$ cat config.mk
export PLATFORM = sky130hd
export DESIGN_NAME = bird_motion
export DESIGN_NICKNAME = d
export VERILOG_FILES = /design/src/rtl/bird_motion.sv
export SDC_FILE = /design/constraint.sdc
export NUM_CORES = 1
export LEC_CHECK = 0
export ABC_AREA = 1
export BUFFER_PORTS_ARGS = -buffer_cell sky130_fd_sc_hd__buf_4
export CORE_UTILIZATION = 56
export CTS_CLUSTER_DIAMETER = 200
export DETAILED_ROUTE_END_ITERATION = 16
export GPL_TIMING_DRIVEN = 1
export PLACE_DENSITY = 0.84
export SYNTH_ARGS = -nofsm -noshare
export SYNTH_HDL_FRONTEND = slang
export SYNTH_SLANG_ARGS = --single-unit
export TNS_END_PERCENT = 30
$ cat constraint.sdc
create_clock -name clk -period 5.22 [get_ports clk]
set_input_delay 0.522 -clock clk [delete_from_list [all_inputs] [get_ports clk]]
set_output_delay 0.522 -clock clk [all_outputs]
set_load 0.1 [all_outputs]
$ cat src/rtl/bird_motion.sv
// rtl/bird_motion.sv - vertical-motion engine for the player sprite
// Integrates gravity and flap impulses per frame, tracks game state and frames survived.
module bird_motion #(
  parameter int START_Y  = 200,
  parameter int GRAVITY  = 1,
  parameter int FLAP_V   = 8,
  parameter int MAX_FALL = 10,
  parameter int Y_MAX    = 479
) (
  input  logic        clk,
  input  logic        reset,
  input  logic        frame_tick,
  input  logic        flap,
  input  logic        start,
  input  logic        is_dead,
  output logic [8:0]  height,
  output logic [7:0]  velocity,
  output logic        in_game,
  output logic [15:0] frames_alive
);

  typedef enum logic [1:0] {IDLE, PLAY, OVER} state_t;

  localparam logic [8:0]         START_H = 9'(START_Y);
  localparam logic signed [8:0]  GRAV_S  = 9'(GRAVITY);
  localparam logic signed [8:0]  MAXF_S  = 9'(MAX_FALL);
  localparam logic signed [8:0]  FLAP_S  = -9'(FLAP_V);
  localparam logic signed [10:0] YMAX_S  = 11'(Y_MAX);

  state_t state, state_nxt;
  logic        flap_prev, flap_pend, pend_nxt;
  logic [8:0]  height_nxt;
  logic [7:0]  velocity_nxt;
  logic        in_game_nxt;
  logic [15:0] frames_nxt;

  logic               flap_edge, flap_hit;
  logic signed [8:0]  v_grav, v_new;
  logic signed [10:0] h_sum;
  logic [8:0]         h_clamp;

  assign flap_edge = flap & ~flap_prev;
  // An edge arriving with the tick itself still counts for that tick.
  assign flap_hit  = flap_pend | flap_edge;

  always_comb begin
    v_grav = $signed({velocity[7], velocity}) + GRAV_S;
    if (flap_hit)
      v_new = FLAP_S;
    else if (v_grav > MAXF_S)
      v_new = MAXF_S;
    else
      v_new = v_grav;
    h_sum = $signed({2'b00, height}) + $signed({{2{v_new[8]}}, v_new});
    if (h_sum < 11'sd0)
      h_clamp = 9'd0;
    else if (h_sum > YMAX_S)
      h_clamp = YMAX_S[8:0];
    else
      h_clamp = h_sum[8:0];
  end

  always_comb begin
    state_nxt    = state;
    height_nxt   = height;
    velocity_nxt = velocity;
    in_game_nxt  = in_game;
    frames_nxt   = frames_alive;
    pend_nxt     = flap_pend;
    case (state)
      IDLE: begin
        height_nxt   = START_H;
        velocity_nxt = 8'd0;
        pend_nxt     = 1'b0;
        if (start) begin
          state_nxt   = PLAY;
          in_game_nxt = 1'b1;
          frames_nxt  = 16'd0;
        end
      end
      PLAY: begin
        // Death wins over a coincident tick: the sprite freezes where it died.
        if (is_dead) begin
          state_nxt   = OVER;
          in_game_nxt = 1'b0;
          pend_nxt    = 1'b0;
        end else if (frame_tick) begin
          height_nxt   = h_clamp;
          velocity_nxt = v_new[7:0];
          pend_nxt     = 1'b0;
          if (frames_alive != 16'hFFFF)
            frames_nxt = frames_alive + 16'd1;
        end else if (flap_edge) begin
          pend_nxt = 1'b1;
        end
      end
      OVER: begin
        pend_nxt    = 1'b0;
        in_game_nxt = 1'b0;
        if (start) begin
          state_nxt    = PLAY;
          height_nxt   = START_H;
          velocity_nxt = 8'd0;
          frames_nxt   = 16'd0;
          in_game_nxt  = 1'b1;
        end
      end
      default: begin
        state_nxt   = IDLE;
        in_game_nxt = 1'b0;
      end
    endcase
  end

  always_ff @(posedge clk or posedge reset) begin
    if (reset) begin
      state        <= IDLE;
      height       <= START_H;
      velocity     <= 8'd0;
      in_game      <= 1'b0;
      frames_alive <= 16'd0;
      flap_prev    <= 1'b0;
      flap_pend    <= 1'b0;
    end else begin
      state        <= state_nxt;
      height       <= height_nxt;
      velocity     <= velocity_nxt;
      in_game      <= in_game_nxt;
      frames_alive <= frames_nxt;
      flap_prev    <= flap;
      flap_pend    <= pend_nxt;
    end
  end

endmodule
### Word-level counts from Yosys, hierarchy flattened

Cells that the tools add are included.

* bits in registers: 38
* latch bits: 0
* bits in writable memories: 0
* memory bits (read-only): 0
* input bits: 6
* output and inout port bits: 34
* word-level logic and storage cells: 64
* memories: 0

* add/subtract/negate cells: 3
* multiply operators: 0
* divide/modulo/power cells: 0
* $lt $le $gt $ge: 3
* equal/unequal tests: 11
* shifts and indexed selects: 0
* multiplexer cells: 28
* bitwise gates (word level): 3
* reduce and logical (&&, ||, !) cells: 9

Operators by type and width (count)
* two-way mux 16 bit: 4
* two-way mux 9 bit: 7
* one-hot mux 16 bit (2 select lines): 1
* one-hot mux 9 bit (3 select lines): 1
* two-way mux 8 bit: 3
* one-hot mux 8 bit (3 select lines): 1
* adder 16 x 1 -> 16 bit (second input constant): 1
* inequality test 16 bit (second input constant): 1
* inequality test 2 bit (second input constant): 6
* adder 10 x 9 -> 11 bit: 1
* greater-than comparator 11 x 10 -> 1 bit (second input constant): 1
* < comparator 11 x 1 -> 1 bit (second input constant): 1
* adder 8 x 2 -> 9 bit (second input constant): 1
* greater-than comparator 9 x 5 -> 1 bit (second input constant): 1
* two-way mux 1 bit: 6
* AND reduction 2 bit: 3
* AND reduction 5 bit: 1
* two-way mux 2 bit: 2
* inequality test 4 bit (second input constant): 1
* one-hot mux 2 bit (2 select lines): 1
* AND reduction 4 bit: 1
* one-hot mux 1 bit (3 select lines): 1
* nonzero test 3 bit: 1
* == test 2 x 1 -> 1 bit (second input constant): 1
* 9 further kinds: 9

### Longest topological paths before layout

* word-level depth: 11
* gate-level depth with buffers: 24
* mapped depth without buffers: 24

### Worst setup path after synthesis

No wires, ideal clock.

* path kind: flip-flop to flip-flop
* from: reg velocity[0]
* to: reg height[3]
* setup time: 68 ps
* arrival: 3621 ps
* required time: 5152 ps
* setup slack: 1531 ps
* stages on the path, launching flop included: 24
* path buffers: 0
* clock period less this slack: 3689 ps
* path through: dfrtp_1 > ha_1 > nand2_1 > nand2_1 > nand2_1 > a21oi_1 > nand3_2 > nand2_4 > nand2_1 > nor2_1 > ha_1 > inv_1 > fa_1 > inv_1 > nand4_1 > nand2_1 > nand2_1 > nand2_1 > nand2_1 > nand2_1 > nand3_2 > nand2_4 > nand2_4 > a21oi_2

* word-level cells in the longest chain between the ends: 11
* elaborated cells between the ends (all ways): 12
* classes of those cells: add/sub (2); order compare (3); mux (7)

Ends and longest elaborated chain
* from (decl): RTL line 17 `output logic [7:0] velocity,`
* from (signal assigned): RTL line 127 `velocity <= velocity_nxt;`
* adder 8 x 2 -> 9 bit *: RTL line 47 `v_grav = $signed({velocity[7], velocity}) + GRAV_S;`
* greater-than comparator 9 x 5 -> 1 bit: RTL line 50 `else if (v_grav > MAXF_S)`
* two-way mux 9 bit *: RTL line 50
* two-way mux 9 bit *: RTL line 48 `if (flap_hit)`
* adder 10 x 9 -> 11 bit *: RTL line 54 `h_sum = $signed({2'b00, height}) + $signed({{2{v_new[8]}}, v_new});`
* greater-than comparator 11 x 10 -> 1 bit: RTL line 57 `else if (h_sum > YMAX_S)`
* two-way mux 9 bit: RTL line 57
* two-way mux 9 bit *: RTL line 55 `if (h_sum < 11'sd0)`
* two-way mux 9 bit *: RTL line 87 `end else if (frame_tick) begin`
* two-way mux 9 bit *: RTL line 83 `if (is_dead) begin`
* one-hot mux 9 bit (3 select lines) *: RTL line 70 `case (state)`
* to (signal assigned): RTL line 126 `height <= height_nxt;`
* to (decl): RTL line 16 `output logic [8:0] height,`

Every way passes the cells marked *; elsewhere a longest branch is shown, timed or not. The select of a mux whose other input is x is not followed.
A chain may end at the register's enable or synchronous reset.

### Worst setup path in the final report

* from: reg velocity[0]
* to: reg height[6]

The elaborated chain is that of the path after synthesis.

==> out/results.ini <==
[route]
drt_wl_total_um=5850
drt-wirelength-per-cell_um=12.7
post-route-drc-count=0
drtIter0Drc=189
vias_per_cell=5.39
drtPass1Iterations=6
postRouteAntennaNets=0
vias=2478

[setup_path]
cp-end-kind=flip-flop
critPathTopFamily=simple AND/OR/NAND/NOR gates
cp_max_fo=7
cp_cell_sequence=ha_1 -> inv_1 -> nand2_1 -> nand2_1 -> nand2_1 -> a21oi_1 -> nand3_2 -> nand2_4 -> nand2_1 -> nor2_1 -> ha_1 -> inv_1 -> fa_1 -> inv_1 -> nand4_1 -> nand2_1 -> nand2_1 -> nand2_1 -> nand2_1 -> nand2_1 -> nand3_2 -> nand2_4 -> nand2_4 -> a21oi_2
cpMostUsedCell=nand2_1
slowest_delay_ps=470
cp.required_ps=5450
crit_type=flip-flop to flip-flop
critPathSlowestCell=dfrtp_1
crit_path_start_kind=flip-flop
crit_buf_inv=3
cp.arrival_ps=3730

[grt]
grt-ovfl-total=0
antenna_found_initial=0
grt_max_degree=39
grt_pass1_vias=2318
grt_first_pass_wirelength_um=10200
grtUsageTotal=0.258

[sta]
setup_tns_ps=0
tightestPinTransition_ps=939
max_freq_ghz=0.286
fin_crit_ps=3500
fin_crit_sh=0.670
finalWorstSetupSlack_ps=1720
slew_viol_final=0
grt_setup_unrepaired=false
setup_viol=0
finalHoldViolCount=0
clock_skew_ps=5.26
slew_headroom=0.372

[floorplanning]
die_height_um=70.8
die_w_um=70.8
ios=40
coreArea_um2=4440
row_count=24
die_area_um2=5010
start_util=0.596

[power]
ir_worst_vdd_mv=0.376
powerDensity_nw_per_um2=593
leakagePower_uw=0.00164

[min_path]
holdCritPathClass=input pin to flip-flop

[layout]
regArea_um2=955
final_nets=426
final_common_cell=nand2_1
fillers=372
synthToLayoutAreaGrowth_pct=16.6
multiInputGateArea_um2=1430
most-common-layout-cells=86 x nand2_1, 66 x inv_1, 40 x buf_4
design_area_um2=3090
diodes=0
drive_gt1_frac=0.206

[placed_design]
place_ws_ps=1800
portBuffers=39
gp_congestion=0.923
place_area_um2=3010
hpwl_um=4500

[cts]
hold_buffers=0
cts_max_level=2
cts_buffer_depth=2
clk_latency_ps=290
clk_pin_slew_ps=70
post_cts_buffers=0
cts_tree=built
cts_made_buffers=5
cts_sinks=38
cts_resized=0
cts_root_buf=clkbuf_8

[yosys]
synth_nets=381
ys.flop_type=dfrtp_1
synth_cells=362
ys_seq_area_frac=0.360
synth_area_leaders=dfrtp_1 33%, nand2_1 12%, inv_1 9.3%, ha_1 5.7%, nor2_1 4.0%
synth_edf_count=0
synthArstFlopShare=1.00
postSynthAreaPerCell_um2=7.32
yosysTopAreaCellShare=0.331
netlist-cell-type-count=36
synth_area_um2=2650
yosys_warnings=0
synth_seq_cells=38
synth_top_cell_by_area=dfrtp_1

[outcome]
outcome=finished clean

[job]
maxCapViolCount=0

==> registers in the layout (all words and copies together), names as in the netlist <==
register and flops:
flap_pend 1, flap_prev 1, frames_alive 16, height 9, in_game 1, state 2
velocity 8
==> kinds of logic (layout without fill, tap and decap cells) <==
| family | count (synthesis) | in the layout | share of synthesized area |
|---|---|---|---|
| AO/OA/AOI/OAI | 58 | 58 | 0.128 |
| XOR/XNOR | 4 | 4 | 0.0203 |
| flip-flops | 38 | 38 | 0.360 |
| adder cells (fa/ha/maj) | 13 | 13 | 0.0642 |
| buffers and inverters | 70 | 116 | 0.0991 |
| AND/OR/NAND/NOR | 179 | 179 | 0.328 |
==> worst reg2reg max path: cells and delay by family, from the launching register on <==
family | cells | cell delay, ps
flops | 1 | 470
buf+inv | 3 | 280
simple gates | 16 | 1560
fa+ha+maj | 3 | 840
compound gates | 2 | 300
==> per-layer routing <==
metal  global-route usage  wire length, µm
met5                    0                0
met4               0.0778               69
met3               0.0484              224
met2                0.413             2740
met1                0.357             2810
==> synth_stat cells (all sizes together) (4+ instances only) <==
cell type / number
a21oi: 22
nand4: 9
o21ai: 21
nand2: 101
nand3: 22
nor2: 32
inv: 67
xor2: 4
o22ai: 4
dfrtp: 35
ha: 12
nor3: 9
or2: 4
==> area by class of cell <==
class | instances | share of cell area
multi-input cells | 254 | 0.464
flip-flops and latches | 38 | 0.309
repair buffers | 40 | 0.0972
inverters | 68 | 0.0826
clock buffers | 6 | 0.0235
well taps | 52 | 0.0211
clock inverters | 2 | 0.00324
==> path summary, 6_finish.rpt <==
kind	from	to	slack (ps)	depth (start not counted)
min in group asynchronous	reset	frames_alive[1]$_DFFE_PP0P_	350	3
hold / removal	flap	flap_prev$_DFF_PP0_	340	1
max in group asynchronous	reset	height[7]$_DFFE_PP1P_	4520	3
setup reg to reg	velocity[0]$_DFFE_PP0P_	height[6]$_DFFE_PP1P_	1720	24
hold reg to reg	frames_alive[3]$_DFFE_PP0P_	frames_alive[3]$_DFFE_PP0P_	530	1
setup / recovery	velocity[0]$_DFFE_PP0P_	height[6]$_DFFE_PP1P_	1720	24
==> per-stage QoR <==
stage          hold WS (ps)  total power (µW)  cells  utilization
4_1_cts                 340              1830    460        0.695
2_1_floorplan           536              1380    362            -
6_report                344              1830    460        0.695
3_3_place_gp            507              1600    452        0.677
5_1_grt                 327              1970    460        0.695
3_5_place_dp            519              1630    452        0.677
==> where the power goes <==
part	internal, µW	total [µW]	switching (µW)
combinational	318	1210	897
sequential	356	419	62.9
clock	92.6	198	106
total	767	1830	1070
No activity file was read; power rests on OpenSTA's default activity.
